<file path="src/rtl/i2c_pkg.sv">
// Shared definitions for the I2C arbiter slice.
//   arb_state_t : arbiter FSM states
//   ARB_ADDR_W  : 7-bit I2C slave address width
//   ARB_DATA_W  : 12-bit transaction data width
//   max_int()   : elaboration-time helper for sizing counters
package i2c_pkg;

    localparam int ARB_ADDR_W = 7;
    localparam int ARB_DATA_W = 12;

    typedef enum logic [2:0] {
        IDLE,
        WAIT_FREE,
        LAUNCH,
        RUN,
        RESP
    } arb_state_t;

    function automatic int max_int(input int a, input int b);
        return (a > b) ? a : b;
    endfunction

endpackage

</file>
<file path="src/rtl/i2c_rr_pick.sv">
// Combinational round-robin picker.
//   req    in  N      request vector
//   ptr    in  IDX_W  index where the search starts (wraps modulo N)
//   onehot out N      one-hot winner (all zero when no request)
//   idx    out IDX_W  index of the winner (0 when no request)
//   any    out 1      at least one request is set
module i2c_rr_pick #(
    parameter int N     = 4,
    parameter int IDX_W = $clog2(N)
) (
    input  logic [N-1:0]     req,
    input  logic [IDX_W-1:0] ptr,
    output logic [N-1:0]     onehot,
    output logic [IDX_W-1:0] idx,
    output logic             any
);

    always_comb begin
        int               j;
        logic [IDX_W-1:0] j_idx;
        logic             found;
        onehot = '0;
        idx    = '0;
        found  = 1'b0;
        j      = 0;
        j_idx  = '0;
        any    = |req;
        for (int k = 0; k < N; k++) begin
            // ptr < N always holds, so one subtraction is enough to wrap
            j = int'(ptr) + k;
            if (j >= N) begin
                j = j - N;
            end
            j_idx = IDX_W'(j);
            if (!found && req[j_idx]) begin
                found         = 1'b1;
                onehot[j_idx] = 1'b1;
                idx           = j_idx;
            end
        end
    end

endmodule

</file>
<file path="src/rtl/i2c_arbiter.sv">
// Round-robin arbiter sharing one i2c_master between N_REQ requesters.
//   clk, rst_n                      clock, asynchronous active-low reset
//   req/req_rw/req_addr/req_wdata   per-requester request level and fields
//   gnt                             one-cycle pulse: request accepted
//   rsp_valid/rsp_rdata/rsp_err     one-cycle completion pulse, read data, timeout flag
//   m_enable/m_rw/m_slave_addr/m_data_in   drive the i2c_master
//   m_data_out/m_busy/m_done        from the i2c_master (m_done unused: completion is busy falling)
module i2c_arbiter
    import i2c_pkg::*;
#(
    parameter int N_REQ         = 4,
    parameter int START_TIMEOUT = 1024,
    parameter int RUN_TIMEOUT   = 65536
) (
    input  logic                         clk,
    input  logic                         rst_n,
    input  logic [N_REQ-1:0]             req,
    input  logic [N_REQ-1:0]             req_rw,
    input  logic [ARB_ADDR_W*N_REQ-1:0]  req_addr,
    input  logic [ARB_DATA_W*N_REQ-1:0]  req_wdata,
    output logic [N_REQ-1:0]             gnt,
    output logic [N_REQ-1:0]             rsp_valid,
    output logic [ARB_DATA_W-1:0]        rsp_rdata,
    output logic                         rsp_err,
    output logic                         m_enable,
    output logic                         m_rw,
    output logic [ARB_ADDR_W-1:0]        m_slave_addr,
    output logic [ARB_DATA_W-1:0]        m_data_in,
    input  logic [ARB_DATA_W-1:0]        m_data_out,
    input  logic                         m_busy,
    input  logic                         m_done
);

    localparam int IDX_W = $clog2(N_REQ);
    localparam int CNT_W = $clog2(max_int(START_TIMEOUT, RUN_TIMEOUT));
    localparam logic [CNT_W-1:0] START_LAST = CNT_W'(START_TIMEOUT - 1);
    localparam logic [CNT_W-1:0] RUN_LAST   = CNT_W'(RUN_TIMEOUT - 1);
    localparam logic [N_REQ-1:0] LSB_ONE    = N_REQ'(1);

    arb_state_t              state_q, state_d;
    logic [N_REQ-1:0]        gnt_q, gnt_d;
    logic [N_REQ-1:0]        rsp_valid_q, rsp_valid_d;
    logic [ARB_DATA_W-1:0]   rsp_rdata_q, rsp_rdata_d;
    logic                    rsp_err_q, rsp_err_d;
    logic                    m_enable_q, m_enable_d;
    logic                    m_rw_q, m_rw_d;
    logic [ARB_ADDR_W-1:0]   m_addr_q, m_addr_d;
    logic [ARB_DATA_W-1:0]   m_wdata_q, m_wdata_d;
    logic [IDX_W-1:0]        rr_ptr_q, rr_ptr_d;
    logic [IDX_W-1:0]        win_idx_q, win_idx_d;
    logic [CNT_W-1:0]        cnt_q, cnt_d;
    logic                    busy_q;

    logic [CNT_W-1:0]        cnt_inc;
    logic [N_REQ-1:0]        pick_onehot;
    logic [IDX_W-1:0]        pick_idx;
    logic                    pick_any;

    logic [ARB_ADDR_W-1:0]   addr_arr  [N_REQ];
    logic [ARB_DATA_W-1:0]   wdata_arr [N_REQ];

    generate
        for (genvar gi = 0; gi < N_REQ; gi++) begin : g_unpack
            assign addr_arr[gi]  = req_addr[gi*ARB_ADDR_W +: ARB_ADDR_W];
            assign wdata_arr[gi] = req_wdata[gi*ARB_DATA_W +: ARB_DATA_W];
        end
    endgenerate

    i2c_rr_pick #(
        .N     (N_REQ),
        .IDX_W (IDX_W)
    ) u_pick (
        .req    (req),
        .ptr    (rr_ptr_q),
        .onehot (pick_onehot),
        .idx    (pick_idx),
        .any    (pick_any)
    );

    // Saturating so a stuck counter can never wrap back under a timeout limit
    assign cnt_inc = (cnt_q == {CNT_W{1'b1}}) ? cnt_q : cnt_q + 1'b1;

    always_comb begin
        state_d     = state_q;
        gnt_d       = '0;
        rsp_valid_d = '0;
        rsp_rdata_d = rsp_rdata_q;
        rsp_err_d   = rsp_err_q;
        m_enable_d  = m_enable_q;
        m_rw_d      = m_rw_q;
        m_addr_d    = m_addr_q;
        m_wdata_d   = m_wdata_q;
        rr_ptr_d    = rr_ptr_q;
        win_idx_d   = win_idx_q;
        cnt_d       = cnt_q;
        case (state_q)
            IDLE: begin
                if (pick_any) begin
                    gnt_d     = pick_onehot;
                    win_idx_d = pick_idx;
                    m_rw_d    = req_rw[pick_idx];
                    m_addr_d  = addr_arr[pick_idx];
                    m_wdata_d = wdata_arr[pick_idx];
                    rsp_err_d = 1'b0;
                    cnt_d     = '0;
                    state_d   = WAIT_FREE;
                end
            end
            WAIT_FREE: begin
                // Master may still be busy after a run timeout; do not enable it until idle
                cnt_d = '0;
                if (!m_busy) begin
                    m_enable_d = 1'b1;
                    state_d    = LAUNCH;
                end
            end
            LAUNCH: begin
                if (m_busy) begin
                    // Drop enable so the master does not restart after its STOP
                    m_enable_d = 1'b0;
                    cnt_d      = '0;
                    state_d    = RUN;
                end else if (cnt_q == START_LAST) begin
                    m_enable_d  = 1'b0;
                    rsp_err_d   = 1'b1;
                    rsp_valid_d = LSB_ONE << win_idx_q;
                    state_d     = RESP;
                end else begin
                    cnt_d = cnt_inc;
                end
            end
            RUN: begin
                if (busy_q && !m_busy) begin
                    if (m_rw_q) begin
                        rsp_rdata_d = m_data_out;
                    end
                    rsp_valid_d = LSB_ONE << win_idx_q;
                    state_d     = RESP;
                end else if (cnt_q == RUN_LAST) begin
                    rsp_err_d   = 1'b1;
                    rsp_valid_d = LSB_ONE << win_idx_q;
                    state_d     = RESP;
                end else begin
                    cnt_d = cnt_inc;
                end
            end
            RESP: begin
                rr_ptr_d = (win_idx_q == IDX_W'(N_REQ - 1)) ? '0 : win_idx_q + 1'b1;
                state_d  = IDLE;
            end
            default: begin
                state_d = IDLE;
            end
        endcase
    end

    always_ff @(posedge clk or negedge rst_n) begin
        if (!rst_n) begin
            state_q     <= IDLE;
            gnt_q       <= '0;
            rsp_valid_q <= '0;
            rsp_rdata_q <= '0;
            rsp_err_q   <= 1'b0;
            m_enable_q  <= 1'b0;
            m_rw_q      <= 1'b0;
            m_addr_q    <= '0;
            m_wdata_q   <= '0;
            rr_ptr_q    <= '0;
            win_idx_q   <= '0;
            cnt_q       <= '0;
            busy_q      <= 1'b0;
        end else begin
            state_q     <= state_d;
            gnt_q       <= gnt_d;
            rsp_valid_q <= rsp_valid_d;
            rsp_rdata_q <= rsp_rdata_d;
            rsp_err_q   <= rsp_err_d;
            m_enable_q  <= m_enable_d;
            m_rw_q      <= m_rw_d;
            m_addr_q    <= m_addr_d;
            m_wdata_q   <= m_wdata_d;
            rr_ptr_q    <= rr_ptr_d;
            win_idx_q   <= win_idx_d;
            cnt_q       <= cnt_d;
            busy_q      <= m_busy;
        end
    end

    assign gnt          = gnt_q;
    assign rsp_valid    = rsp_valid_q;
    assign rsp_rdata    = rsp_rdata_q;
    assign rsp_err      = rsp_err_q;
    assign m_enable     = m_enable_q;
    assign m_rw         = m_rw_q;
    assign m_slave_addr = m_addr_q;
    assign m_data_in    = m_wdata_q;

endmodule

</file>
<file path="config.mk">
export PLATFORM = sky130hd
export DESIGN_NAME = i2c_arbiter
export DESIGN_NICKNAME = d
export VERILOG_FILES = /design/src/rtl/i2c_pkg.sv /design/src/rtl/i2c_rr_pick.sv /design/src/rtl/i2c_arbiter.sv
export SDC_FILE = /design/constraint.sdc
export NUM_CORES = 1
export LEC_CHECK = 0
export BUFFER_PORTS_ARGS = -buffer_cell sky130_fd_sc_hd__buf_2
export CAP_MARGIN = 20
export CORE_AREA = 5 5 106 108
export CTS_CLUSTER_DIAMETER = 80
export DETAILED_ROUTE_END_ITERATION = 10
export DIE_AREA = 0 0 111 113
export PLACE_DENSITY = 0.71
export SETUP_SLACK_MARGIN = 0.15
export SLEW_MARGIN = 10
export SYNTH_ARGS = -nofsm -noshare
export SYNTH_HDL_FRONTEND = slang
export SYNTH_SLANG_ARGS = --single-unit
</file>
<file path="constraint.sdc">
create_clock -name clk -period 4.25 [get_ports clk]
set_clock_uncertainty 0.15 [all_clocks]
set_input_delay 0.85 -clock clk [delete_from_list [all_inputs] [get_ports clk]]
set_output_delay 0.85 -clock clk [all_outputs]
set_load 0.03 [all_outputs]
</file>
==> report_table.html, run 1 <==
<table>
<tr><th>Metric</th><th>Value</th></tr>
<tr><th colspan="2">Outcome</th></tr>
<tr><td>Run status</td><td>complete, no violations</td></tr>
<tr><th colspan="2">CTS</th></tr>
<tr><td>Clock network latency to the later pin of the worst-skew pair</td><td>340 ps</td></tr>
<tr><td>TritonCTS Sinks</td><td>66</td></tr>
<tr><td>Number of buffers created by CTS</td><td>9</td></tr>
<tr><td>Clock transition at the register clock pins on the worst setup and hold paths after CTS</td><td>70 ps</td></tr>
<tr><td>H-tree level count</td><td>3</td></tr>
<tr><td>CTS tree</td><td>built</td></tr>
<tr><td>Maximum number of buffers from clock root to sink</td><td>2</td></tr>
<tr><td>Count of instances resized after the clock tree is built</td><td>0</td></tr>
<tr><td>CTS Root Cell</td><td>clkbuf_8</td></tr>
<tr><td>Post-CTS Setup Bufs</td><td>0</td></tr>
<tr><td>Number of hold buffers added after CTS</td><td>0</td></tr>
<tr><th colspan="2">STA</th></tr>
<tr><td>Max-Slew Margin vs Limit</td><td>36.0%</td></tr>
<tr><td>Slew at the pin closest to its max-slew limit</td><td>956 ps</td></tr>
<tr><td>RSZ-0062 raised after global routing</td><td>no</td></tr>
<tr><td>Total setup violations reported at the end of the flow</td><td>0</td></tr>
<tr><td>Post-layout min period</td><td>3720 ps</td></tr>
<tr><td>Max-slew violation total from the final report</td><td>0</td></tr>
<tr><td>Timing-limited maximum frequency</td><td>269 MHz</td></tr>
<tr><td>Setup total negative slack</td><td>0 ps</td></tr>
<tr><td>Final hold viol count</td><td>0</td></tr>
<tr><td>Final worst path period share</td><td>87.4%</td></tr>
<tr><th colspan="2">Layout</th></tr>
<tr><td>Net count reported at finish</td><td>682</td></tr>
<tr><td>ANT cells</td><td>0</td></tr>
<tr><td>Fillcell total</td><td>918</td></tr>
<tr><td>Layout cells sized above 1</td><td>32.1%</td></tr>
<tr><td>Area growth, synth to finish</td><td>19.6%</td></tr>
<tr><td>Footprint of the multi-input gates</td><td>2530 um2</td></tr>
<tr><td>Area occupied by registers</td><td>1650 um2</td></tr>
<tr><th colspan="2">Route</th></tr>
<tr><td>Antenna viol nets, final</td><td>0</td></tr>
<tr><td>Wire length per cell</td><td>16.4 um</td></tr>
<tr><td>Total wire length</td><td>11.7 mm</td></tr>
<tr><td>Vias/cell</td><td>5.63</td></tr>
<tr><td>First-pass DRT Iterations</td><td>4</td></tr>
<tr><td>Drc violations</td><td>0</td></tr>
<tr><td>1st-iter DRT viols</td><td>220</td></tr>
<tr><td>Count of vias placed by the detailed router</td><td>3994</td></tr>
<tr><th colspan="2">Worst setup path</th></tr>
<tr><td>Biggest fanout along the worst timing path</td><td>21</td></tr>
<tr><td>Startpoint type of the worst setup path</td><td>register</td></tr>
<tr><td>Setup slack of the worst register-to-register path</td><td>530 ps</td></tr>
<tr><td>Data required time at the worst endpoint</td><td>4340 ps</td></tr>
<tr><td>Type of the worst setup path</td><td>reg2reg</td></tr>
<tr><td>Critical path capture point type</td><td>register</td></tr>
<tr><td>Arrival time reported for the critical path endpoint</td><td>3810 ps</td></tr>
<tr><th colspan="2">Synth</th></tr>
<tr><td>Cell count after synthesis</td><td>447</td></tr>
<tr><td>Post-Synthesis Net Count</td><td>560</td></tr>
<tr><td>Mapped Avg Cell Area</td><td>9.97 um2</td></tr>
<tr><td>Number of warning messages in the yosys log</td><td>0</td></tr>
<tr><td>Combined area of all synthesized cells</td><td>4460 um2</td></tr>
<tr><td>Post-synthesis sequential area ratio</td><td>37.1%</td></tr>
<tr><td>Dominant synthesized flop cell</td><td>dfrtp_1</td></tr>
<tr><td>Ys async rst share</td><td>100%</td></tr>
<tr><td>Count of flip-flops with a built-in enable after synthesis</td><td>0</td></tr>
<tr><td>Seq cells post-synth</td><td>66</td></tr>
<tr><td>Yosys cell types</td><td>62</td></tr>
<tr><th colspan="2">Floorplanning</th></tr>
<tr><td>Die area</td><td>12500 um2</td></tr>
<tr><td>IO Pins</td><td>142</td></tr>
<tr><td>Core ar.</td><td>10100 um2</td></tr>
<tr><td>Die outline height</td><td>113 um</td></tr>
<tr><td>Chip width</td><td>111 um</td></tr>
<tr><td>Placement row count</td><td>37</td></tr>
<tr><td>Effective utilization at floorplan</td><td>43.9%</td></tr>
<tr><th colspan="2">Power</th></tr>
<tr><td>Total power consumption of the routed design</td><td>3.74 mW</td></tr>
<tr><td>Leakage power</td><td>2.58 nW</td></tr>
<tr><td>PD cells</td><td>702 nW/um2</td></tr>
<tr><td>Worst-case vdd ir drop</td><td>0.393 mV</td></tr>
<tr><th colspan="2">GRT</th></tr>
<tr><td>Global-route wire length before repair</td><td>19.6 mm</td></tr>
<tr><td>Largest net degree at the start of global routing</td><td>43</td></tr>
<tr><td>Global-route usage over all layers</td><td>18.5%</td></tr>
<tr><td>Grt total ovfl</td><td>0</td></tr>
<tr><td>Number of global-route vias before repair</td><td>4037</td></tr>
<tr><td>Antenna violations before repair</td><td>0</td></tr>
<tr><th colspan="2">Flow run</th></tr>
<tr><td>Number of max-cap violations</td><td>0</td></tr>
<tr><th colspan="2">Worst hold path</th></tr>
<tr><td>Kind of path behind the tightest hold check</td><td>reg2reg</td></tr>
<tr><th colspan="2">Placement</th></tr>
<tr><td>Placed wire-length estimate</td><td>8.60 mm</td></tr>
<tr><td>Total of buffers placed on input and output ports</td><td>140</td></tr>
<tr><td>GPL Wtd Cong</td><td>0.818</td></tr>
</table>
-- cell usage after synthesis (5+ instances only) --
library cell / number / area [um2]
mux2i_1: 45 / 450
inv_1: 10 / 37.5
xor2_1: 10 / 87.6
mux2_2: 13 / 146
nand2_1: 38 / 143
o211ai_1: 28 / 210
nand3_1: 6 / 30.0
a211o_1: 19 / 166
and2_1: 7 / 43.8
buf_2: 5 / 25.0
clkbuf_1: 13 / 48.8
and3_1: 7 / 43.8
ha_1: 13 / 163
a21oi_1: 10 / 50.1
o22ai_1: 21 / 131
nor2_1: 32 / 120
buf_6: 11 / 124
o21ai_0: 9 / 45.0
dfrtp_1: 66 / 1650
a31oi_1: 5 / 31.3
-- per-stage QoR --
stage	worst slack [ps]	hold slack, ps	cell area [um2]	util (%)	cells
5_1_grt	212	376	5330	52.5	710
3_3_place_gp	635	327	5130	50.6	694
3_5_place_dp	504	334	5130	50.6	694
2_1_floorplan	1140	337	4460	-	447
4_1_cts	489	356	5330	52.5	710
6_report	534	357	5330	52.5	710
-- layer usage --
metal	global-route usage [%]	vias up	share of wire, %
met3	5.72	12	7.3
met5	0	-	0
met4	4.68	0	1.3
met2	30.9	133	49
met1	23.6	1923	42
li1	-	1926	-
-- placed cells by master, fill, tap and decap left out, types with 2 or more instances in the layout --
cell       netlist  layout
nor4_1           2       2
a22oi_1          4       4
a221oi_1         4       4
o2111ai_1        4       4
xor2_1          10      10
a21oi_1         10      10
clkbuf_1        13       3
ha_1            13      13
clkbuf_8         0      11
o31ai_1          2       2
mux2_2          13      13
nand2b_1         4       4
nor2b_1          4       4
and4_1           3       3
or3_1            3       3
a311o_1          2       2
o21ai_1          2       2
buf_4            3       5
dfrtp_1         66      66
nand2_1         38      38
buf_2            5     140
mux2i_1         45      45
o211ai_1        28      28
or2_2            2       2
o22a_1           4       4
and3_1           7       7
nand3_1          6       6
nand4_1          2       2
inv_1           10      10
nor3_1           3       3
a211o_1         19      19
a31oi_1          5       5
a211oi_1         4       4
o22ai_1         21      21
and3b_1          2       2
a21o_1           2       2
nor2_1          32      32
and2_1           7       7
o21ai_0          9       9
-- power breakdown --
part           internal, mW  total (mW)  switching, mW  leakage, nW
sequential            0.841        1.01          0.172        0.840
combinational         0.839        2.18           1.34         1.64
clock                 0.303       0.543          0.240        0.101
total                  1.98        3.74           1.76         2.58
-- logic make-up (layout without fill, tap and decap cells) --
kind of cell	count (synthesis)	after routing	share of synthesized area (%)
adder cells (fa/ha/maj)	13	13	3.65
XOR/XNOR	10	10	1.97
multiplexers	61	61	15.0
AND/OR/NAND/NOR	122	122	14.0
AO/OA/AOI/OAI	131	131	22.1
buffers and inverters	44	171	6.26
flip-flops	66	66	37.1
-- state kept, by name (all words and copies together) (netlist names) --
| signal | cells |
|---|---|
| busy_q | 1 |
| cnt_q | 16 |
| gnt | 4 |
| m_data_in | 12 |
| m_enable | 1 |
| m_rw | 1 |
| m_slave_addr | 7 |
| rr_ptr_q | 2 |
| rsp_err | 1 |
| rsp_rdata | 12 |
| rsp_valid | 4 |
| state_q | 3 |
| win_idx_q | 2 |
-- worst paths after layout --
path	from	to	cells past startpoint
max reg2reg	rr_ptr_q[1]	m_slave_addr[6]	7
min in group asynchronous	rst_n	rsp_valid[3]	1
min reg2reg	m_slave_addr[3]	m_slave_addr[3]	2
max	rr_ptr_q[1]	m_slave_addr[6]	7
min	m_slave_addr[3]	m_slave_addr[3]	2
max in group asynchronous	rst_n	cnt_q[1]	2
-- worst max-delay path, cell delays in order (launching register included) --
cell and delay, ps:
dfrtp_1 710, inv_1 240, ha_1 450, mux4_1 730
a311o_1 390, nand2_1 60, nand2_1 480, o211ai_1 390
-- final cells by class --
class                   count  share of cell area [%]
multi-input cells         337                    47.5
flip-flops and latches     66                    31.0
repair buffers            145                    13.9
well taps                 136                    3.19
clock buffers              14                    3.05
inverters                  10                   0.705
clock inverters             2                   0.658
No activity file was read; power rests on OpenSTA's default activity.
==> inputs of run 2 (changes only) <==
- ABC_AREA: not set -> 1
- CORE_AREA: 5 5 106 108 -> 5 5 109 111
- DIE_AREA: 0 0 111 113 -> 0 0 114 116
- PLACE_DENSITY: 0.71 -> 0.7
==> run 2 against run 1 <==
Against the previous run:
- clock-buffer cell count down 5
- worst hold slack lost 31 ps
- highest routed layer unchanged
- critical path depth increased by 5
- power grew 16%
- utilization is 0.88 points higher
- sequential share of layout area down 2.1 points
- final cell count rose by 35%
==> report_table.html, run 2 <==
<table>
<tr><th>Metric</th><th>Value</th></tr>
<tr><th colspan="2">Outcome</th></tr>
<tr><td>Run status</td><td>complete, no violations</td></tr>
<tr><th colspan="2">CTS</th></tr>
<tr><td>Maximum number of buffers from clock root to sink</td><td>2 (unchanged)</td></tr>
<tr><td>CTS tree</td><td>built</td></tr>
<tr><td>Number of buffers created by CTS</td><td>9 (unchanged)</td></tr>
<tr><td>Post-CTS Setup Bufs</td><td>0 (unchanged)</td></tr>
<tr><td>Number of hold buffers added after CTS</td><td>0 (unchanged)</td></tr>
<tr><td>TritonCTS Sinks</td><td>66 (unchanged)</td></tr>
<tr><td>H-tree level count</td><td>3 (unchanged)</td></tr>
<tr><td>Clock network latency to the later pin of the worst-skew pair</td><td>350 ps (about the same)</td></tr>
<tr><td>Count of instances resized after the clock tree is built</td><td>0 (unchanged)</td></tr>
<tr><td>Clock transition at the register clock pins on the worst setup and hold paths after CTS</td><td>80 ps (about the same)</td></tr>
<tr><td>CTS Root Cell</td><td>clkbuf_8</td></tr>
<tr><th colspan="2">Power</th></tr>
<tr><td>Clock network fraction of design power</td><td>15.3% (+0.8 points)</td></tr>
<tr><td>Switching power as a share of total power</td><td>52.8% (+5.8 points)</td></tr>
<tr><td>Internal Pwr Total</td><td>2.05 mW (+3.4%)</td></tr>
<tr><td>Worst-case vdd ir drop</td><td>0.682 mV (+74%)</td></tr>
<tr><td>PD cells</td><td>759 nW/um2 (+8.2%)</td></tr>
<tr><td>Leakage power</td><td>3.34 nW (+29%)</td></tr>
<tr><td>Switching power</td><td>2.29 mW (+30%)</td></tr>
<tr><td>Part of the total power dissipated in combinational logic</td><td>61.0% (+2.6 points)</td></tr>
<tr><td>Sequential share of power</td><td>23.7% (-3.4 points)</td></tr>
<tr><th colspan="2">Floorplanning</th></tr>
<tr><td>Chip width</td><td>114 um (+2.7%)</td></tr>
<tr><td>Effective utilization at floorplan</td><td>44.1% (+0.14 points)</td></tr>
<tr><td>IO Pins</td><td>142 (unchanged)</td></tr>
<tr><td>Placement row count</td><td>38 (+2.7%)</td></tr>
<tr><td>Die area</td><td>13200 um2 (+5.4%)</td></tr>
<tr><td>Die outline height</td><td>116 um (+2.7%)</td></tr>
<tr><td>Core ar.</td><td>10700 um2 (+5.5%)</td></tr>
<tr><th colspan="2">STA</th></tr>
<tr><td>Setup total negative slack</td><td>0 ps (unchanged)</td></tr>
<tr><td>Max-slew violation total from the final report</td><td>0 (unchanged)</td></tr>
<tr><td>Max-Slew Margin vs Limit</td><td>37.9% (+1.9 points)</td></tr>
<tr><td>Final hold viol count</td><td>0 (unchanged)</td></tr>
<tr><td>Post-layout min period</td><td>3100 ps (-613 ps)</td></tr>
<tr><td>Slew at the pin closest to its max-slew limit</td><td>930 ps (-25.7 ps)</td></tr>
<tr><td>Final worst path period share</td><td>73.0% (-14 points)</td></tr>
<tr><td>Timing-limited maximum frequency</td><td>322 MHz (+20%)</td></tr>
<tr><td>Total setup violations reported at the end of the flow</td><td>0 (unchanged)</td></tr>
<tr><td>RSZ-0062 raised after global routing</td><td>no</td></tr>
<tr><th colspan="2">Synth</th></tr>
<tr><td>Leading cell types by count after synthesis</td><td>nand2_1 (209), inv_1 (122), nand3_1 (112)</td></tr>
<tr><td>Ys async rst share</td><td>100% (unchanged)</td></tr>
<tr><td>Combined area of all synthesized cells</td><td>4720 um2 (+5.8%)</td></tr>
<tr><td>Cell types with the largest area share after synthesis</td><td>dfrtp_1 (35%), nand2_1 (17%), nand3_1 (12%)</td></tr>
<tr><td>Dominant synthesized flop cell</td><td>dfrtp_1</td></tr>
<tr><td>Share of the synthesized area in the top cell type</td><td>35.0% (-2.0 points)</td></tr>
<tr><td>Post-synthesis sequential area ratio</td><td>35.0% (-2.0 points)</td></tr>
<tr><td>Seq cells post-synth</td><td>66 (unchanged)</td></tr>
<tr><td>Biggest area consumer among synthesized cells</td><td>dfrtp_1</td></tr>
<tr><td>Most frequently used cell type in the post-synthesis netlist</td><td>nand2_1</td></tr>
<tr><td>Yosys cell types</td><td>41 (-34%)</td></tr>
<tr><td>Post-Synthesis Net Count</td><td>801 (+43%)</td></tr>
<tr><td>Mapped Avg Cell Area</td><td>6.85 um2 (-31%)</td></tr>
<tr><td>Count of flip-flops with a built-in enable after synthesis</td><td>0 (unchanged)</td></tr>
<tr><td>Cell count after synthesis</td><td>688 (+54%)</td></tr>
<tr><td>Number of warning messages in the yosys log</td><td>0 (unchanged)</td></tr>
<tr><th colspan="2">Placement</th></tr>
<tr><td>Placed wire-length estimate</td><td>9.29 mm (+8.0%)</td></tr>
<tr><td>Total of buffers placed on input and output ports</td><td>140 (unchanged)</td></tr>
<tr><td>GPL Wtd Cong</td><td>0.865 (+5.7%)</td></tr>
<tr><th colspan="2">Worst setup path</th></tr>
<tr><td>Arrival time reported for the critical path endpoint</td><td>3250 ps (-560 ps)</td></tr>
<tr><td>Cells along the critical path</td><td>inv_4 &gt; ha_1 &gt; inv_1 &gt; nand3_1 &gt; nand2_2 &gt; nand4_4 &gt; nor2_1 &gt; nor2_2 &gt; nand3_1 &gt; nand2_1 &gt; nand2_1 &gt; nand2_1</td></tr>
<tr><td>Crit-path slowest cell</td><td>nor2_2</td></tr>
<tr><td>Crit path buf inv count</td><td>2 (+1)</td></tr>
<tr><td>Startpoint type of the worst setup path</td><td>register</td></tr>
<tr><td>Biggest fanout along the worst timing path</td><td>21 (unchanged)</td></tr>
<tr><td>Data required time at the worst endpoint</td><td>4390 ps (+50 ps)</td></tr>
<tr><td>Cell family with the largest share of critical-path delay</td><td>simple AND/OR/NAND/NOR gates</td></tr>
<tr><td>Setup slack of the worst register-to-register path</td><td>1150 ps (+610 ps)</td></tr>
<tr><td>Critical path capture point type</td><td>register</td></tr>
<tr><td>Most used cell along the critical path</td><td>nand2_1</td></tr>
<tr><td>Type of the worst setup path</td><td>reg2reg</td></tr>
<tr><td>Critical path's largest stage delay</td><td>700 ps (-30 ps)</td></tr>
<tr><th colspan="2">GRT</th></tr>
<tr><td>Largest net degree at the start of global routing</td><td>42 (-2.3%)</td></tr>
<tr><td>Grt total ovfl</td><td>0 (unchanged)</td></tr>
<tr><td>Number of global-route vias before repair</td><td>4558 (+13%)</td></tr>
<tr><td>Global-route wire length before repair</td><td>21.0 mm (+7.5%)</td></tr>
<tr><td>Global-route usage over all layers</td><td>19.3% (+0.77 points)</td></tr>
<tr><td>Antenna violations before repair</td><td>0 (unchanged)</td></tr>
<tr><th colspan="2">Route</th></tr>
<tr><td>Antenna viol nets, final</td><td>0 (unchanged)</td></tr>
<tr><td>Wire length per cell</td><td>12.9 um (-22%)</td></tr>
<tr><td>1st-iter DRT viols</td><td>288 (+31%)</td></tr>
<tr><td>Total wire length</td><td>12.4 mm (+6.0%)</td></tr>
<tr><td>Drc violations</td><td>0 (unchanged)</td></tr>
<tr><td>First-pass DRT Iterations</td><td>4 (unchanged)</td></tr>
<tr><td>Vias/cell</td><td>4.82 (-14%)</td></tr>
<tr><td>Count of vias placed by the detailed router</td><td>4635 (+16%)</td></tr>
<tr><th colspan="2">Layout</th></tr>
<tr><td>Top library cells by usage in the layout, fill and taps aside</td><td>nand2_1 (209), buf_2 (140), inv_1 (122)</td></tr>
<tr><td>Layout cells sized above 1</td><td>24.4% (-7.7 points)</td></tr>
<tr><td>Footprint of the multi-input gates</td><td>2410 um2 (-4.8%)</td></tr>
<tr><td>Leading cell type in the layout, fill and taps excluded</td><td>nand2_1</td></tr>
<tr><td>Net count reported at finish</td><td>929 (+36%)</td></tr>
<tr><td>Final core utilization</td><td>53.4% (+0.88 points)</td></tr>
<tr><td>Largest register FFs</td><td>16 (unchanged)</td></tr>
<tr><td>Top reg by flops</td><td>cnt_q</td></tr>
<tr><td>Fillcell total</td><td>1083 (+18%)</td></tr>
<tr><td>Area occupied by registers</td><td>1650 um2 (unchanged)</td></tr>
<tr><td>ANT cells</td><td>0 (unchanged)</td></tr>
<tr><td>Area growth, synth to finish</td><td>21.2%</td></tr>
<tr><th colspan="2">Worst hold path</th></tr>
<tr><td>Kind of path behind the tightest hold check</td><td>reg2reg</td></tr>
<tr><th colspan="2">Flow run</th></tr>
<tr><td>Number of max-cap violations</td><td>0 (unchanged)</td></tr>
</table>
run 2: cell count changes after synthesis, moves of 21 or more:
cell      previous run  this run
nand3_1              6       112
inv_1               10       122
o22ai_1             21         0
mux2i_1             45         0
nand2_1             38       209
o211ai_1            28         5
run 2: power groups by stage:
| stage | clock [mW] | combinational, mW | sequential [mW] |
|---|---|---|---|
| floorplan | 0 | 1.77 | 1.34 |
| finish | 0.665 | 2.65 | 1.03 |
| detailed placement | 0 | 2.66 | 1.04 |
| CTS | 0.675 | 2.67 | 1.03 |
| global route | 0.709 | 3.01 | 1.06 |
| global placement | 0 | 2.63 | 1.03 |
run 2: kinds of logic after synthesis:
group           count (synthesis)  synth area share [%]
mux                            12                  2.87
buf+inv                       158                  13.9
compound gates                 53                  6.95
simple gates                  380                  36.7
fa+ha+maj                      13                  3.45
xor+xnor                        6                  1.11
flops                          66                  35.0
run 2: worst min-delay path: cells and delay by family, from the launching register on:
family,cells,cell delay [ps]
flops,1,340
simple gates,2,100
run 2: path summary, 6_finish.rpt:
path | start | end | depth (start not counted)
min in group asynchronous | rst_n | m_enable | 1
setup reg to reg | rr_ptr_q[0] | m_data_in[1] | 12
hold reg to reg | m_slave_addr[5] | m_slave_addr[5] | 2
hold / removal | m_slave_addr[5] | m_slave_addr[5] | 2
setup / recovery | rr_ptr_q[0] | m_data_in[1] | 12
max in group asynchronous | rst_n | m_rw | 2
run 2: layout make-up:
class | instances | area share [%]
flip-flops and latches | 66 | 28.9
repair buffers | 144 | 12.8
inverters | 131 | 8.73
clock inverters | 7 | 2.19
clock buffers | 9 | 2.17
well taps | 140 | 3.06
multi-input cells | 464 | 42.2
run 2: metrics by stage:
step | cells | setup slack (ps) | hold WS, ps | instance area (um2) | power (mW)
2_1_floorplan | 688 | 2020 | 326 | 4720 | 3.12
3_3_place_gp | 945 | 1170 | 308 | 5470 | 3.66
3_5_place_dp | 945 | 1160 | 311 | 5470 | 3.70
4_1_cts | 961 | 1150 | 332 | 5720 | 4.37
5_1_grt | 961 | 774 | 353 | 5720 | 4.78
6_report | 961 | 1150 | 325 | 5720 | 4.34
run 2: layer usage:
layer	share of wire [%]	track usage, %	routed length [um]
met1	44	24.9	5490
met2	48	32.4	5910
met3	7.1	5.48	880
met4	0.73	4.28	90
met5	0	0	0
==> inputs of run 3 (changes only) <==
- ABC_AREA: 1 -> 0
- CORE_AREA: 5 5 109 111 -> 5 5 106 108
- DIE_AREA: 0 0 114 116 -> 0 0 111 113
- PLACE_DENSITY: 0.7 -> 0.74
- clock period: 4.25 -> 2.5 ns (I/O delays scaled with it)
==> run 3 against run 2 <==
Against the previous run:
- the run now ends with setup timing left
- clock power grew 53%
- first-iteration DRC count grew 9.4%
- sequential power grew 61%
- sequential cell count is the same
- largest power group unchanged
==> report_table.html, run 3 (synthesis results as in run 1) <==
<table>
<tr><th>Metric</th><th>Value</th></tr>
<tr><th colspan="2">Worst setup path</th></tr>
<tr><td>Type of the worst setup path</td><td>reg2reg</td></tr>
<tr><td>Arrival time reported for the critical path endpoint</td><td>2690 ps (-560 ps)</td></tr>
<tr><td>Startpoint type of the worst setup path</td><td>register</td></tr>
<tr><td>Biggest fanout along the worst timing path</td><td>20 (-4.8%)</td></tr>
<tr><td>Critical path capture point type</td><td>register</td></tr>
<tr><td>Data required time at the worst endpoint</td><td>2610 ps (-1780 ps)</td></tr>
<tr><th colspan="2">Layout</th></tr>
<tr><td>Leading cell type in the layout, fill and taps excluded</td><td>buf_2</td></tr>
<tr><td>Fillcell total</td><td>863 (-20%)</td></tr>
<tr><td>Footprint of the multi-input gates</td><td>2680 um2 (+11%)</td></tr>
<tr><td>Net count reported at finish</td><td>727 (-22%)</td></tr>
<tr><td>Largest register FFs</td><td>16 (unchanged)</td></tr>
<tr><td>Final core utilization</td><td>58.0% (+4.6 points)</td></tr>
<tr><td>Area occupied by registers</td><td>1650 um2 (about the same)</td></tr>
<tr><td>Top reg by flops</td><td>cnt_q</td></tr>
<tr><td>Area growth, synth to finish</td><td>32.0%</td></tr>
<tr><td>Layout cells sized above 1</td><td>40.4% (+16 points)</td></tr>
<tr><td>ANT cells</td><td>0 (unchanged)</td></tr>
<tr><td>Post-route cell area</td><td>5880 um2 (+2.9%)</td></tr>
<tr><td>Top library cells by usage in the layout, fill and taps aside</td><td>buf_2 (140), dfrtp_1 (65), mux2i_1 (45)</td></tr>
<tr><th colspan="2">CTS</th></tr>
<tr><td>Maximum number of buffers from clock root to sink</td><td>2 (unchanged)</td></tr>
<tr><td>TritonCTS Sinks</td><td>66 (unchanged)</td></tr>
<tr><td>Number of buffers created by CTS</td><td>9 (unchanged)</td></tr>
<tr><td>CTS Root Cell</td><td>clkbuf_8</td></tr>
<tr><td>H-tree level count</td><td>3 (unchanged)</td></tr>
<tr><td>CTS tree</td><td>built</td></tr>
<tr><td>Clock network latency to the later pin of the worst-skew pair</td><td>350 ps (about the same)</td></tr>
<tr><td>Clock transition at the register clock pins on the worst setup and hold paths after CTS</td><td>80 ps (about the same)</td></tr>
<tr><th colspan="2">GRT</th></tr>
<tr><td>Global-route usage over all layers</td><td>19.6% (+0.24 points)</td></tr>
<tr><td>Antenna violations before repair</td><td>0 (unchanged)</td></tr>
<tr><td>Largest net degree at the start of global routing</td><td>46 (+9.5%)</td></tr>
<tr><td>Global-route wire length before repair</td><td>20.5 mm (-2.5%)</td></tr>
<tr><td>Number of global-route vias before repair</td><td>4316 (-5.3%)</td></tr>
<tr><td>Grt total ovfl</td><td>0 (unchanged)</td></tr>
<tr><th colspan="2">Route</th></tr>
<tr><td>Wire length per cell</td><td>16.8 um (+31%)</td></tr>
<tr><td>First-pass DRT Iterations</td><td>4 (unchanged)</td></tr>
<tr><td>Drc violations</td><td>0 (unchanged)</td></tr>
<tr><td>Antenna viol nets, final</td><td>0 (unchanged)</td></tr>
<tr><td>Count of vias placed by the detailed router</td><td>4239 (-8.5%)</td></tr>
<tr><td>Vias/cell</td><td>5.61 (+16%)</td></tr>
<tr><td>Total wire length</td><td>12.7 mm (+2.6%)</td></tr>
<tr><td>1st-iter DRT viols</td><td>315 (+9.4%)</td></tr>
<tr><th colspan="2">STA</th></tr>
<tr><td>Final worst path period share</td><td>104% (+30 points)</td></tr>
<tr><td>Setup ws final</td><td>-87.6 ps (-1230 ps)</td></tr>
<tr><td>Slew at the pin closest to its max-slew limit</td><td>551 ps (-379 ps)</td></tr>
<tr><td>Timing-limited maximum frequency</td><td>386 MHz (+20%)</td></tr>
<tr><td>RSZ-0062 raised after global routing</td><td>yes</td></tr>
<tr><td>Post-layout min period</td><td>2590 ps (-516 ps)</td></tr>
<tr><td>Final hold viol count</td><td>0 (unchanged)</td></tr>
<tr><td>Final hold slack</td><td>222 ps (-103 ps)</td></tr>
<tr><td>Setup total negative slack</td><td>-1140 ps (-1140 ps)</td></tr>
<tr><td>Max-Slew Margin vs Limit</td><td>63.2% (+25 points)</td></tr>
<tr><td>Max-slew violation total from the final report</td><td>0 (unchanged)</td></tr>
<tr><td>Total setup violations reported at the end of the flow</td><td>20 (+20)</td></tr>
<tr><th colspan="2">Floorplanning</th></tr>
<tr><td>Core ar.</td><td>10100 um2 (-5.2%)</td></tr>
<tr><td>Effective utilization at floorplan</td><td>43.9% (-0.14 points)</td></tr>
<tr><td>Die area</td><td>12500 um2 (-5.1%)</td></tr>
<tr><td>Die outline height</td><td>113 um (-2.6%)</td></tr>
<tr><td>IO Pins</td><td>142 (unchanged)</td></tr>
<tr><td>Chip width</td><td>111 um (-2.6%)</td></tr>
<tr><td>Placement row count</td><td>37 (-2.6%)</td></tr>
<tr><th colspan="2">Placement</th></tr>
<tr><td>GPL Wtd Cong</td><td>0.892 (+3.1%)</td></tr>
<tr><td>Placement-stage worst setup slack</td><td>-132 ps (-1290 ps)</td></tr>
<tr><td>Total of buffers placed on input and output ports</td><td>140 (unchanged)</td></tr>
<tr><td>Placed wire-length estimate</td><td>9.23 mm (-0.64%)</td></tr>
<tr><td>Standard cell area after detailed placement</td><td>5480 um2 (+0.27%)</td></tr>
<tr><th colspan="2">Power</th></tr>
<tr><td>Sequential share of power</td><td>22.8% (-0.9 points)</td></tr>
<tr><td>Switching power</td><td>3.34 mW (+46%)</td></tr>
<tr><td>Internal Pwr Total</td><td>3.94 mW (+92%)</td></tr>
<tr><td>Switching power as a share of total power</td><td>45.9% (-6.9 points)</td></tr>
<tr><td>Leakage power</td><td>2.82 nW (-15%)</td></tr>
<tr><td>Clock network fraction of design power</td><td>14.0% (-1.3 points)</td></tr>
<tr><td>Worst-case vdd ir drop</td><td>0.787 mV (+15%)</td></tr>
<tr><td>Part of the total power dissipated in combinational logic</td><td>63.2% (+2.2 points)</td></tr>
<tr><td>PD cells</td><td>1240 nW/um2 (+63%)</td></tr>
<tr><th colspan="2">Outcome</th></tr>
<tr><td>Violated checks</td><td>setup timing</td></tr>
<tr><td>Run status</td><td>finished, violations left</td></tr>
<tr><th colspan="2">Worst hold path</th></tr>
<tr><td>Kind of path behind the tightest hold check</td><td>in2reg</td></tr>
<tr><th colspan="2">Flow run</th></tr>
<tr><td>Number of max-cap violations</td><td>0 (unchanged)</td></tr>
</table>
==> run 3: changes by cell type in the layout (fill, tap and decap cells not counted), moves of 10 or more <==
cell and change:
a211o_1 +19, buf_4 +33, inv_1 -113, mux2_1 -10, mux2_2 +11, mux2i_1 +45
nand2_1 -172, nand3_1 -107, nor2_1 +14, o211ai_1 +23, o21ai_0 -18, o22ai_1 +20
==> run 3: worst max-delay path, cell delays in order (launching register included) <==
cell and delay (ps):
dfrtp_2 390, clkinvlp_4 110, ha_4 280, mux4_2 550, buf_4 160, a311o_1 300
nand2_1 90, nand2_2 80, buf_12 160, o211ai_1 210
==> run 3: worst paths after layout <==
check | from | end | slack (ps) | cells after the start
setup reg to reg | rr_ptr_q[0] | m_data_in[0] | -90 | 9
hold / removal | m_busy | busy_q | 220 | 1
max in group asynchronous | rst_n | cnt_q[5] | 1060 | 3
hold reg to reg | m_slave_addr[4] | m_slave_addr[4] | 340 | 2
min in group asynchronous | rst_n | rsp_valid[1] | 520 | 2
setup / recovery | rr_ptr_q[0] | m_data_in[0] | -90 | 9
==> run 3: layer usage <==
layer  global-route usage [%]  up-vias  part of all wire (%)
met5                        0        -                     0
met4                     6.16        0                   1.7
met3                     6.42       21                   7.3
met2                     35.0      166                    52
met1                     22.2     2030                    39
li1                         -     2022                     -
==> run 3: cell type report <==
cell class | instances | area share, %
well taps | 136 | 2.89
repair buffers | 186 | 19.0
inverters | 10 | 0.702
clock inverters | 7 | 1.72
multi-input cells | 341 | 45.5
clock buffers | 9 | 2.11
flip-flops and latches | 66 | 28.1
==> run 3: what timing repair did <==
item                       in CTS  in global routing
hold endpoints to repair       21                  0
gates cloned                    3                  1
hold buffers                    1                  0
setup buffers                   2                  1
gates resized for setup         6                 17
setup endpoints to repair      24                 37
pin swaps                       5                 16
==> run 3: power by group through the flow <==
stage | Combinational, mW | Sequential (mW) | Clock, mW
after CTS | 4.43 | 1.66 | 1.04
after detailed placement | 4.30 | 1.67 | 0
after global routing | 4.94 | 1.71 | 1.10
final | 4.60 | 1.66 | 1.02
after global placement | 4.17 | 1.65 | 0
after floorplan | 2.55 | 2.22 | 0
==> run 3: metrics by stage <==
step	power (mW)	instances
floorplan	4.76	447
global placement	5.82	731
detailed placement	5.98	731
CTS	7.13	753
global route	7.74	755
finish	7.28	755
